===== src/rtl/dmem_ldst_unit_if.sv =====
// Core-side request/response bus of the load/store unit.
// The core drives the request through master; the unit answers through slave.
interface dmem_ldst_unit_if #(
    parameter int A = 8,
    parameter int W = 8
);
    logic           ReqValid;
    logic           ReqReady;
    logic           ReqWrite;
    logic           ReqWide;
    logic [A-1:0]   ReqAddr;
    logic [2*W-1:0] ReqData;
    logic           RespValid;
    logic [2*W-1:0] RespData;

    modport master (
        output ReqValid, ReqWrite, ReqWide, ReqAddr, ReqData,
        input  ReqReady, RespValid, RespData
    );

    modport slave (
        input  ReqValid, ReqWrite, ReqWide, ReqAddr, ReqData,
        output ReqReady, RespValid, RespData
    );
endinterface


===== src/rtl/dmem_ldst_unit.sv =====
// Load/store sequencer for a byte-wide single-port data memory.
// Halfwords are split into two little-endian byte accesses (LO, then HI).
module dmem_ldst_unit #(
    parameter int A = 8,
    parameter int W = 8
) (
    input  logic            Clk,
    input  logic            Reset,
    dmem_ldst_unit_if.slave req,
    output logic [A-1:0]    MemAddr,
    output logic            MemWriteEn,
    output logic [W-1:0]    MemDataIn,
    input  logic [W-1:0]    MemDataOut
);

    typedef enum logic [1:0] {
        IDLE,
        LO,
        HI
    } state_t;

    state_t         state_q, state_d;
    logic           write_q, write_d;
    logic           wide_q, wide_d;
    logic [A-1:0]   addr_q, addr_d;
    logic [W-1:0]   data_hi_q, data_hi_d;
    logic [W-1:0]   result_lo_q, result_lo_d;
    logic           resp_valid_q, resp_valid_d;
    logic [2*W-1:0] resp_data_q, resp_data_d;
    logic [A-1:0]   mem_addr_q, mem_addr_d;
    logic           mem_we_q, mem_we_d;
    logic [W-1:0]   mem_din_q, mem_din_d;

    // Next-state logic: memory outputs are set up one cycle ahead so they
    // come straight from flops during each access cycle.
    always_comb begin
        state_d      = state_q;
        write_d      = write_q;
        wide_d       = wide_q;
        addr_d       = addr_q;
        data_hi_d    = data_hi_q;
        result_lo_d  = result_lo_q;
        resp_valid_d = 1'b0;
        resp_data_d  = resp_data_q;
        mem_addr_d   = mem_addr_q;
        mem_we_d     = mem_we_q;
        mem_din_d    = mem_din_q;
        unique case (state_q)
            IDLE: begin
                mem_we_d = 1'b0;
                if (req.ReqValid) begin
                    state_d    = LO;
                    write_d    = req.ReqWrite;
                    wide_d     = req.ReqWide;
                    addr_d     = req.ReqAddr;
                    data_hi_d  = req.ReqData[2*W-1:W];
                    mem_addr_d = req.ReqAddr;
                    mem_we_d   = req.ReqWrite;
                    mem_din_d  = req.ReqData[W-1:0];
                end
            end
            LO: begin
                if (!write_q) begin
                    result_lo_d = MemDataOut;
                end
                if (wide_q) begin
                    state_d    = HI;
                    mem_addr_d = addr_q + 1'b1;
                    mem_we_d   = write_q;
                    mem_din_d  = data_hi_q;
                end else begin
                    state_d      = IDLE;
                    mem_we_d     = 1'b0;
                    resp_valid_d = 1'b1;
                    if (!write_q) begin
                        resp_data_d = {{W{1'b0}}, MemDataOut};
                    end
                end
            end
            HI: begin
                state_d      = IDLE;
                mem_we_d     = 1'b0;
                resp_valid_d = 1'b1;
                if (!write_q) begin
                    resp_data_d = {MemDataOut, result_lo_q};
                end
            end
            default: begin
                state_d  = IDLE;
                mem_we_d = 1'b0;
            end
        endcase
    end

    // State and output registers, cleared by synchronous reset.
    always_ff @(posedge Clk) begin
        if (Reset) begin
            state_q      <= IDLE;
            write_q      <= 1'b0;
            wide_q       <= 1'b0;
            addr_q       <= '0;
            data_hi_q    <= '0;
            result_lo_q  <= '0;
            resp_valid_q <= 1'b0;
            resp_data_q  <= '0;
            mem_addr_q   <= '0;
            mem_we_q     <= 1'b0;
            mem_din_q    <= '0;
        end else begin
            state_q      <= state_d;
            write_q      <= write_d;
            wide_q       <= wide_d;
            addr_q       <= addr_d;
            data_hi_q    <= data_hi_d;
            result_lo_q  <= result_lo_d;
            resp_valid_q <= resp_valid_d;
            resp_data_q  <= resp_data_d;
            mem_addr_q   <= mem_addr_d;
            mem_we_q     <= mem_we_d;
            mem_din_q    <= mem_din_d;
        end
    end

    // Reset blocks the write of the cycle it is raised in, so an access
    // aborted mid-flight never commits its pending byte.
    assign MemWriteEn    = mem_we_q & ~Reset;
    assign MemAddr       = mem_addr_q;
    assign MemDataIn     = mem_din_q;
    assign req.ReqReady  = (state_q == IDLE);
    assign req.RespValid = resp_valid_q;
    assign req.RespData  = resp_data_q;

endmodule

===== src/flat_wrapper.sv =====
// flat-port wrapper written by rule: the top's interface ports become plain ports
module dmem_ldst_unit_flat 
#(
    parameter int A = 8,
    parameter int W = 8
)
  (Clk, Reset, MemAddr, MemWriteEn, MemDataIn, MemDataOut, req_ReqValid, req_ReqWrite, req_ReqWide, req_ReqAddr, req_ReqData, req_ReqReady, req_RespValid, req_RespData);
  dmem_ldst_unit_if #(.A(A), .W(W)) req_i ();
  input  logic Clk;
  input  logic Reset;
  output logic [A-1:0] MemAddr;
  output logic MemWriteEn;
  output logic [W-1:0] MemDataIn;
  input  logic [W-1:0] MemDataOut;
  input wire logic [$bits(req_i.ReqValid)-1:0] req_ReqValid;
  input wire logic [$bits(req_i.ReqWrite)-1:0] req_ReqWrite;
  input wire logic [$bits(req_i.ReqWide)-1:0] req_ReqWide;
  input wire logic [$bits(req_i.ReqAddr)-1:0] req_ReqAddr;
  input wire logic [$bits(req_i.ReqData)-1:0] req_ReqData;
  output wire logic [$bits(req_i.ReqReady)-1:0] req_ReqReady;
  output wire logic [$bits(req_i.RespValid)-1:0] req_RespValid;
  output wire logic [$bits(req_i.RespData)-1:0] req_RespData;
  assign req_i.ReqValid = req_ReqValid;
  assign req_i.ReqWrite = req_ReqWrite;
  assign req_i.ReqWide = req_ReqWide;
  assign req_i.ReqAddr = req_ReqAddr;
  assign req_i.ReqData = req_ReqData;
  assign req_ReqReady = req_i.ReqReady;
  assign req_RespValid = req_i.RespValid;
  assign req_RespData = req_i.RespData;
  dmem_ldst_unit #(.A(A), .W(W)) u_core (.Clk(Clk), .Reset(Reset), .req(req_i), .MemAddr(MemAddr), .MemWriteEn(MemWriteEn), .MemDataIn(MemDataIn), .MemDataOut(MemDataOut));
endmodule

===== config.mk =====
export PLATFORM = sky130hd
export DESIGN_NAME = dmem_ldst_unit_flat
export DESIGN_NICKNAME = d
export VERILOG_FILES = /design/src/rtl/dmem_ldst_unit_if.sv /design/src/rtl/dmem_ldst_unit.sv /design/src/flat_wrapper.sv
export SDC_FILE = /design/constraint.sdc
export NUM_CORES = 1
export LEC_CHECK = 0
export CORE_AREA = 5 5 66 97
export CTS_CLUSTER_SIZE = 28
export DETAILED_ROUTE_END_ITERATION = 12
export DIE_AREA = 0 0 71 102
export PLACE_DENSITY = 0.8
export SLEW_MARGIN = 10
export SYNTH_ARGS = -nofsm -noshare
export SYNTH_HDL_FRONTEND = slang
export SYNTH_SLANG_ARGS = --single-unit

===== constraint.sdc =====
create_clock -name Clk -period 5.35 [get_ports Clk]
set_input_delay 1.3375 -clock Clk [delete_from_list [all_inputs] [get_ports Clk]]
set_output_delay 1.3375 -clock Clk [all_outputs]
set_load 0.01 [all_outputs]

* Yosys cells after proc, flatten, opt, wreduce, memory -nomap -nowiden
Index checks and enable logic that the tools add are counted.
Word-level totals: memories 0, output and inout bits 35, word-level logic and storage cells 47, latch bits 0, flip-flop bits (word level) 62, ROM bits 0, input bits 37, memory bits (writable) 0
Cells by class: $lt $le $gt $ge 0, multiply operators 0, shift-type cells 0, $add $sub $neg 1, reduce and logical (&&, ||, !) cells 7, multiplexer cells 18, equality and inequality tests 7, divide/modulo/power cells 0, bitwise operators 3
Operator list (count):
- $mux 16 | 3
- $mux 8 | 4
- $pmux 16 s2 | 1
- $pmux 8 s2 | 2
- $add 8x1->8 const B | 1
- $ne 2x2->1 const B | 4
- $mux 2 | 2
- $pmux 1 s2 | 2
- $pmux 2 s2 | 1
- $reduce_and 2->1 | 2
- $reduce_and 4->1 | 1
- $reduce_bool 2->1 | 2
- $mux 1 | 3
- $reduce_and 3->1 | 1
- $eq 2x1->1 const B | 1
- $eq 2x2->1 const B | 1
- $logic_not 2->1 | 1
- $ne 2x1->1 const B | 1
- $not 1->1 | 2
- $and 1x1->1 | 1

* Logic depth before layout (Yosys ltp)
depth in word-level cells 3, depth in mapped cells 8, gate-level depth less buffers 6

* Least setup slack after synthesis
OpenSTA, ideal clock, no wires.
path kind input to output, from in Reset, to out MemWriteEn, path slack 2088 ps, path buffers 2, required time 4013 ps, arrival time 1925 ps, stages 3, cell sequence clkbuf_1 clkbuf_1 nor2b_1
On the way: word-level cells in the longest chain between the ends 2
Ends and longest elaborated chain:
- start, declared | RTL line flat_wrapper.sv:10 | input logic Reset;
- $not 1->1 | RTL line dmem_ldst_unit.sv:126 | assign MemWriteEn = mem_we_q & ~Reset;
- $and 1x1->1 | RTL line dmem_ldst_unit.sv:126
- end, declared | RTL line flat_wrapper.sv:12 | output logic MemWriteEn;
No other way between the ends.

* Worst setup path after layout
Same ends and word-level chain as after synthesis.

==> impl_metrics.toml <==
[outcome]
outcome = "completed"

[logic_synthesis]
syn_area_per_cell_um2 = 8.68
synth_common_cells = "dfxtp_1 (62), nand2_1 (53), nor2_1 (34)"
synth_top_cells_by_area = "dfxtp_1 (47%), mux2i_1 (10%), nand2_1 (7.6%)"
synth_ff_type = "dfxtp_1"
async_flop_share_pct = 0
yosysUniqueCellTypes = 35
syn-num-nets = 344
synth-seq-cells = 62
synthMostInstantiatedCell = "dfxtp_1"
synthCells = 302
yosysSeqAreaShare_pct = 47.3
synth_edf_count = 0
yosys_warnings = 0
netlist.area_leader.share_pct = 47.3
syn-cell-area_um2 = 2620
synth_top_cell_by_area = "dfxtp_1"

[timing]
fmax_ghz = 0.293
slew_violations = 0
final.setup.tns_ps = 0
period_share_pct = 63.7
skew_ps = 10.3
hold_ws_ps = 454
finalSetupViolCount = 0
hold_violations = 0
period_needed_ps = 3410
worstMarginPinSlew_ps = 1000
maxSlewHeadroom_pct = 32.9
rsz0062_at_grt = "no"

[worst_setup_path]
r2r_end = "u_core.req.RespData[1]"
worst-path-buf-inv = 2
cp_slowest_cell = "clkdlybuf4s50_1"
crit_path_max_incr_delay_ps = 540
reg2reg_slack_ps = 3080
end_kind = "primary output"
cp_data_arrival_time_ps = 2070
required_ps = 4010
path_class = "primary input to primary output"
start_kind = "primary input"
reg2reg_depth = 6
worstPathMaxFanout = 2
cp_cell_sequence = "buf_2 -> nor2b_1 -> clkdlybuf4s50_1"
r2r_start = "u_core.state_q[0]"
cp_top_family = "buffers and inverters"

[finish]
finalNonFillerCells = 438
synthToLayoutAreaGrowth_pct = 35.2
fill_cells = 462
final_area_um2 = 3540
diodes = 0
drive_above_1_share_pct = 5.43
nets = 407

[grt]
grt_pass1_vias = 2306
grt_use_total_pct = 17.9
antenna_found_initial = 0
grt_pass1_wl_mm = 10.4
grt_max_degree = 61
overflow = 0

[flow_run]
maxCapViolCount = 0

[clocking]
clk_latency_ps = 340
cts_tree = "yes"
cts_setup_buffers = 0
cts-hold-fix-buffers = 0
clockBufferDepth = 2
clk_pin_slew_ps = 70
clock_sinks = 62
root_buffer = "clkbuf_8"
htree_levels = 3
cts_resized = 0
cts-buffers-inserted = 9

[worst_hold_path]
hold_depth = 2
hp-start = "u_core.data_hi_q[2]"
min_path_type = "flip-flop to flip-flop"
hold-path-endpoint = "u_core.data_hi_q[2]"

[floorplanning]
die_w_um = 71
ioPinCount = 72
core-area_um2 = 5450
dieArea_um2 = 7240
start_util_pct = 48.1
row_count = 33
die_y_um = 102

[detailed_routing]
drc = 0
ant_nets = 0
vias = 2318
vias_per_cell = 5.29
routedWlPerCell_um = 14.2
dr.pass1.iters = 4
wl_mm = 6.22
drt_iter0_drc = 173

[placement]
gp_routability_congestion = 0.771
port_buffers = 71
hpwl_mm = 4.16
postPlaceCellArea_um2 = 3330
place_inst = 424

[power_and_ir_drop]
peakVddDrop_v = 0.000224
leakage_nw = 1.29
p_per_area_nw_per_um2 = 345
==> where the power goes <==
group / leakage [nW] / internal, mW / switching, mW / total (mW)
clock: 0.104 / 0.269 / 0.175 / 0.444
sequential: 0.508 / 0.504 / 0.0246 / 0.529
combinational: 0.678 / 0.124 / 0.124 / 0.248
total: 1.29 / 0.897 / 0.324 / 1.22
==> tightest hold or removal path: stages, from the launching register on <==
cell	delay, ps
dfxtp_1	310
nand2_1	50
a21oi_1	50
==> sequential cells by signal (all words and copies together), names as in the netlist <==
name	flops
u_core.wide_q	1
u_core.write_q	1
u_core.state_q	2
u_core.mem_we_q	1
u_core.req.RespData	16
u_core.addr_q	8
u_core.MemDataIn	8
u_core.MemAddr	8
u_core.data_hi_q	8
u_core.result_lo_q	8
u_core.req.RespValid	1
==> how the worst max path moves through the flow <==
stage,start,slack [ps],cells past startpoint,endpoint
finish,Reset,1940,3,MemWriteEn
global route,Reset,1910,3,MemWriteEn
CTS,Reset,1940,3,MemWriteEn
detailed placement,Reset,1940,3,MemWriteEn
global placement,Reset,1940,3,MemWriteEn
floorplan,Reset,2090,3,MemWriteEn
==> per-layer routing <==
metal  part of all wire [%]  up-vias  wire [um]  GRT usage, %
met1                     44     1049       2720          21.7
li1                       -     1164          -             -
met5                      0        -          0             0
met4                    2.0        0        126          8.97
met2                     47       92       2900          29.6
met3                    7.6       13        474          4.43
==> kinds of logic (layout without fill, tap and decap cells) <==
group | Yosys count | count (layout) | synth area share, %
compound gates | 61 | 61 | 14.7
buf+inv | 26 | 92 | 4.39
mux | 27 | 27 | 10.3
flops | 62 | 62 | 47.3
fa+ha+maj | 5 | 5 | 2.39
simple gates | 118 | 118 | 19.8
xor+xnor | 3 | 3 | 1.00
==> cell usage in the layout, fill, tap and decap left out, types with 4 or more instances in the layout <==
cell,count
a211oi_1,18
a21oi_1,31
clkbuf_8,10
clkdlybuf4s50_1,70
dfxtp_1,62
ha_1,5
inv_1,5
mux2i_1,27
nand2_1,53
nand3_1,16
nor2_1,34
nor2b_1,4
==> area by class of cell <==
| type | count | area (um2) | area share, % |
|---|---|---|---|
| multi-input cells | 214 | 1270 | 35.7 |
| flip-flops and latches | 62 | 1240 | 35.0 |
| repair buffers | 73 | 721 | 20.3 |
| clock buffers | 10 | 138 | 3.88 |
| well taps | 70 | 87.6 | 2.47 |
| clock inverters | 4 | 72.6 | 2.05 |
| inverters | 5 | 18.8 | 0.529 |
==> metrics by stage <==
| step | setup slack, ps | total power, mW | utilization [%] |
|---|---|---|---|
| 6_report | 1940 | 1.22 | 65.0 |
| 5_1_grt | 1910 | 1.28 | 65.0 |
| 3_3_place_gp | 1940 | 0.783 | 61.2 |
| 2_1_floorplan | 2090 | 0.682 | - |
| 4_1_cts | 1940 | 1.23 | 65.0 |
| 3_5_place_dp | 1940 | 0.790 | 61.2 |
Note: power is estimated with default switching activity, not from simulation.
==> edit 1 (same settings) <==
Reset style: asynchronous (`Reset`), changed in one clocked block. Comments in the files are not updated.
--- a/src/rtl/dmem_ldst_unit.sv
+++ b/src/rtl/dmem_ldst_unit.sv
@@ -93,7 +93,7 @@
     end
 
     // State and output registers, cleared by synchronous reset.
-    always_ff @(posedge Clk) begin
+    always_ff @(posedge Clk or posedge Reset) begin
         if (Reset) begin
             state_q      <= IDLE;
             write_q      <= 1'b0;
Function: differs if Reset is asserted again (counterexample within 4 cycles, from zero or initial values and one cycle with Reset high); with Reset held inactive, the same outputs for 10 cycles.
==> edit 1 against the unedited design <==
  * Wire length is 11% lower
  * Die area stayed put
  * Largest cell class is now sequential cells
  * Global-route usage is 1.1 points lower
  * Design area is 4.9% higher
  * Highest routed layer unchanged
  * Setup slack worse by 340 ps
  * Sequential cell count stayed put
  * Synthesized area is 7.6% higher
Power is not compared: it rests on default switching activity, and its combinational part moved more than twofold at a synthesized area within 25%.
==> edit 1: results (changes against the unedited design) <==
| Metric | Value |
|---|---|
| Crit path arrival time | `2410 ps (+340 ps)` |
| Hold path start | `u_core.MemDataIn[6]$_DFFE_PP0P_` |
| Worst R2R Start | `u_core.state_q[0]$_DFFE_PP0P_` |
| Final GP Congestion | `0.702 (-8.9%)` |
| Unique masters post-synth | `32 (-8.6%)` |
| Reg2reg end | `u_core.req.RespData[14]$_DFFE_PP0P_` |
| TritonRoute pass-1 iters | `3 (-1)` |
| Commonest cells in the synthesized netlist | `dfrtp_1 (62), nand2_1 (33), mux2_2 (25)` |
| Post-detailed-route via-to-cell ratio | `5.31 (+0.34%)` |
| Post-synthesis mux area share | `17.1% (+6.8 points)` |
| Number of global-route vias before repair | `2189 (-5.1%)` |
| Via count | `1986 (-14%)` |
| XOR/XNOR share of the synthesized area | `1.55% (+0.55 points)` |
| Worst Tran Pin Value | `762 ps (-242 ps)` |
| Placed cells | `360 (-15%)` |
| Clock Skew | `5.99 ps (-4.28 ps)` |
| Syn Nets | `269 (-22%)` |
| Outcome | `completed` |
| Largest cells by area after synthesis | `dfrtp_1 (55%), mux2_2 (10%), mux2i_1 (7.1%), nand2_1 (4.4%), o21ai_0 (3.2%)` |
| Async S/R FF share, synth | `100% (+100 points)` |
| Final nets | `343 (-16%)` |
| Gr usage total | `16.8% (-1.1 points)` |
| Worst Reg-to-Reg Cells | `5 (-1)` |
| First-pass GRT wire length | `9580 microns (-8.0%)` |
| Cell count after synthesis | `227 (-25%)` |
| Hold WS | `476 ps (+22.1 ps)` |
| Fillcell total | `436 (-5.6%)` |
| Final Critical Period | `3750 ps (+342 ps)` |
| Crit Path Max Fanout | `2 (unchanged)` |
| Post-Synth Adder-Cell Area | `2.22% (-0.17 points)` |
| Complex-gate fraction of the synthesized area | `10.6% (-4.1 points)` |
## edit 1: stage by stage
stage	instance area (sq um)	setup WS [ps]
floorplan	2820	2470
CTS	3720	1590
detailed placement	3540	1590
global route	3720	1540
global placement	3540	1590
finish	3720	1600
## edit 1: power breakdown
part | switching [mW] | total [mW] | leakage (nW) | internal [mW]
combinational | 0.482 | 1.03 | 0.756 | 0.546
clock | 0.161 | 0.361 | 0.0914 | 0.200
sequential | 0.136 | 0.832 | 0.759 | 0.697
## edit 1: metal layers
layer / vias to the layer above / global-route usage, % / wire (microns)
met4: 0 / 8.10 / 96
met3: 10 / 6.59 / 446
li1: 939 / - / -
met1: 974 / 17.2 / 2190
met5: - / 0 / 0
met2: 63 / 29.7 / 2790
## edit 1: layout make-up
type                       count  area share, %
sequential                    62           41.7
tap                           70           2.36
timing repair buffer          74           19.7
clock buffer                  13           4.54
clock inverter                 1          0.135
inverter                       5          0.505
multi-input combinational    149           31.0
==> edit 2 (same flow settings) <==
Made on the original files. `W` is set to 8 in 3 places; all go to 6.
--- a/src/rtl/dmem_ldst_unit_if.sv
+++ b/src/rtl/dmem_ldst_unit_if.sv
@@ -2,7 +2,7 @@
 // The core drives the request through master; the unit answers through slave.
 interface dmem_ldst_unit_if #(
     parameter int A = 8,
-    parameter int W = 8
+    parameter int W = 6
 );
     logic           ReqValid;
     logic           ReqReady;
--- a/src/rtl/dmem_ldst_unit.sv
+++ b/src/rtl/dmem_ldst_unit.sv
@@ -2,7 +2,7 @@
 // Halfwords are split into two little-endian byte accesses (LO, then HI).
 module dmem_ldst_unit #(
     parameter int A = 8,
-    parameter int W = 8
+    parameter int W = 6
 ) (
     input  logic            Clk,
     input  logic            Reset,
--- a/src/flat_wrapper.sv
+++ b/src/flat_wrapper.sv
@@ -2,7 +2,7 @@
 module dmem_ldst_unit_flat 
 #(
     parameter int A = 8,
-    parameter int W = 8
+    parameter int W = 6
 )
   (Clk, Reset, MemAddr, MemWriteEn, MemDataIn, MemDataOut, req_ReqValid, req_ReqWrite, req_ReqWide, req_ReqAddr, req_ReqData, req_ReqReady, req_RespValid, req_RespData);
   dmem_ldst_unit_if #(.A(A), .W(W)) req_i ();
Ports: changed (resized MemDataIn, MemDataOut, req_ReqData and req_RespData); port bits go from 72 to 60. The function was not compared with the original's and may differ.
==> edit 2 against the unedited design <==
  * Power is 28% lower
  * Wire length is 20% lower
  * Via count fell by 17%
  * Sequential cell count shrank 10
  * Design area fell by 17%
  * Setup slack got worse by 5.3 ps
  * Synthesized area decreased by 14%
  * Die area did not move
  * Global-route usage fell by 4.1 points
  * Critical path type unchanged
  * Largest cell class unchanged
  * Highest routed layer unchanged
==> edit 2: results (changes against the unedited design) <==
| Metric | Value |
|---|---|
| Post-detailed-route via-to-cell ratio | `5.08 (-3.9%)` |
| Fin cells | `379 (-13%)` |
| Fillcell total | `506 (+9.5%)` |
| Dpl ws | `1930 ps (-4.89 ps)` |
| Worst-skew pair later-pin latency | `300 ps (-40 ps)` |
| Multi-input gates | `185 (-14%)` |
| Clock Skew | `12.5 ps (+2.27 ps)` |
| Largest net degree at the start of global routing | `51 (-16%)` |
| Syn Nets | `298 (-13%)` |
| Outcome | `completed` |
| CTS buffer count | `5 (-4)` |
| Leakage | `1.06 nW (-18%)` |
| FF/Latch Area | `0.00104 sq mm (-16%)` |
| Layout cell share with drive strength beyond 1 | `4.21% (-1.2 points)` |
| Multi-input combinational area share | `37.7% (+2.0 points)` |
| Power per cell area | `299 mW/mm^2 (-13%)` |
| First-pass GRT wire length | `8170 microns (-21%)` |
| Layout non-clock buf frac | `20.2% (-0.17 points)` |
| Fmax | `293 MHz (-0.16%)` |
| Flops & latches, synth | `52 (-16%)` |
| Worst Tran Pin Value | `1200 ps (+196 ps)` |
| Max reg flops | `12 (-4)` |
| Register area share after synthesis | `46.1% (-1.2 points)` |
| Final nets | `345 (-15%)` |
| Commonest cells in the synthesized netlist | `dfxtp_1 (52), nand2_1 (41), nor2_1 (28)` |
| Peak VDD IR | `0.189 mV (-15%)` |
| Iter 0 DRT Violations | `91 (-47%)` |
| Largest cells by area after synthesis | `dfxtp_1 (46%), mux2i_1 (9.3%), nand2_1 (6.8%), a21oi_1 (6.0%), a211oi_1 (4.7%)` |
| Routed len/inst | `13.2 microns (-7.4%)` |
| DP Area | `0.00285 sq mm (-15%)` |
| PortBufs | `59 (-17%)` |
| CP peak stage delay | `540 ps (about the same)` |
| Non-clock buffers | `60 (-18%)` |
| Clock transition at path regs | `90 ps (+20 ps)` |
| H-tree lvl count | `2 (-1)` |
| Final GP Congestion | `0.795 (+3.2%)` |
| Mean Syn Cell Area | `8.61 sq um (-0.85%)` |
| HPWL after DPL | `3550 microns (-15%)` |
| Unique masters post-synth | `34 (-2.9%)` |
| CLK BUF | `6 (-4)` |
-- edit 2: kinds of logic (layout without fill, tap and decap cells) --
| group | count (synthesis) | in the layout | synth area share, % |
|---|---|---|---|
| adders and majority gates | 5 | 5 | 2.77 |
| DFF | 52 | 52 | 46.1 |
| muxes | 21 | 21 | 9.32 |
| buffers and inverters | 25 | 72 | 4.88 |
| xor gates and xnor gates | 3 | 3 | 1.16 |
| and+or+nand+nor | 104 | 104 | 20.8 |
| AOI/OAI and AO/OA | 52 | 52 | 14.9 |
-- edit 2: path summary, 6_finish.rpt --
kind                                   from                             end  slack [ps]  depth (start not counted)
max                                   Reset                      MemWriteEn        1940                          3
min          u_core.MemAddr[2]$_SDFFE_PP0P_  u_core.MemAddr[2]$_SDFFE_PP0P_         460                          2
max reg2reg  u_core.state_q[1]$_SDFFE_PP0P_  u_core.MemAddr[5]$_SDFFE_PP0P_        2500                          6
min reg2reg  u_core.MemAddr[2]$_SDFFE_PP0P_  u_core.MemAddr[2]$_SDFFE_PP0P_         460                          2
-- edit 2: power by group --
part / total [mW] / internal [mW] / leakage [nW] / switching, mW
registers: 0.445 / 0.423 / 0.427 / 0.0217
clock network: 0.225 / 0.103 / 0.0473 / 0.122
logic: 0.210 / 0.107 / 0.590 / 0.103
total: 0.880 / 0.633 / 1.06 / 0.247
-- edit 2: worst register-to-register path, cell delays in order, from the launching register on --
cell,delay [ps]
dfxtp_1,330
inv_1,100
ha_1,860
nor2_1,180
nor3_2,950
nand2_1,120
o32ai_1,240
-- edit 2: per-layer routing --
metal	vias up	wire length, microns	track usage, %
met1	877	2080	15.0
met5	-	0	0
li1	993	-	-
met4	0	67	4.05
met3	7	317	4.53
met2	50	2520	25.5
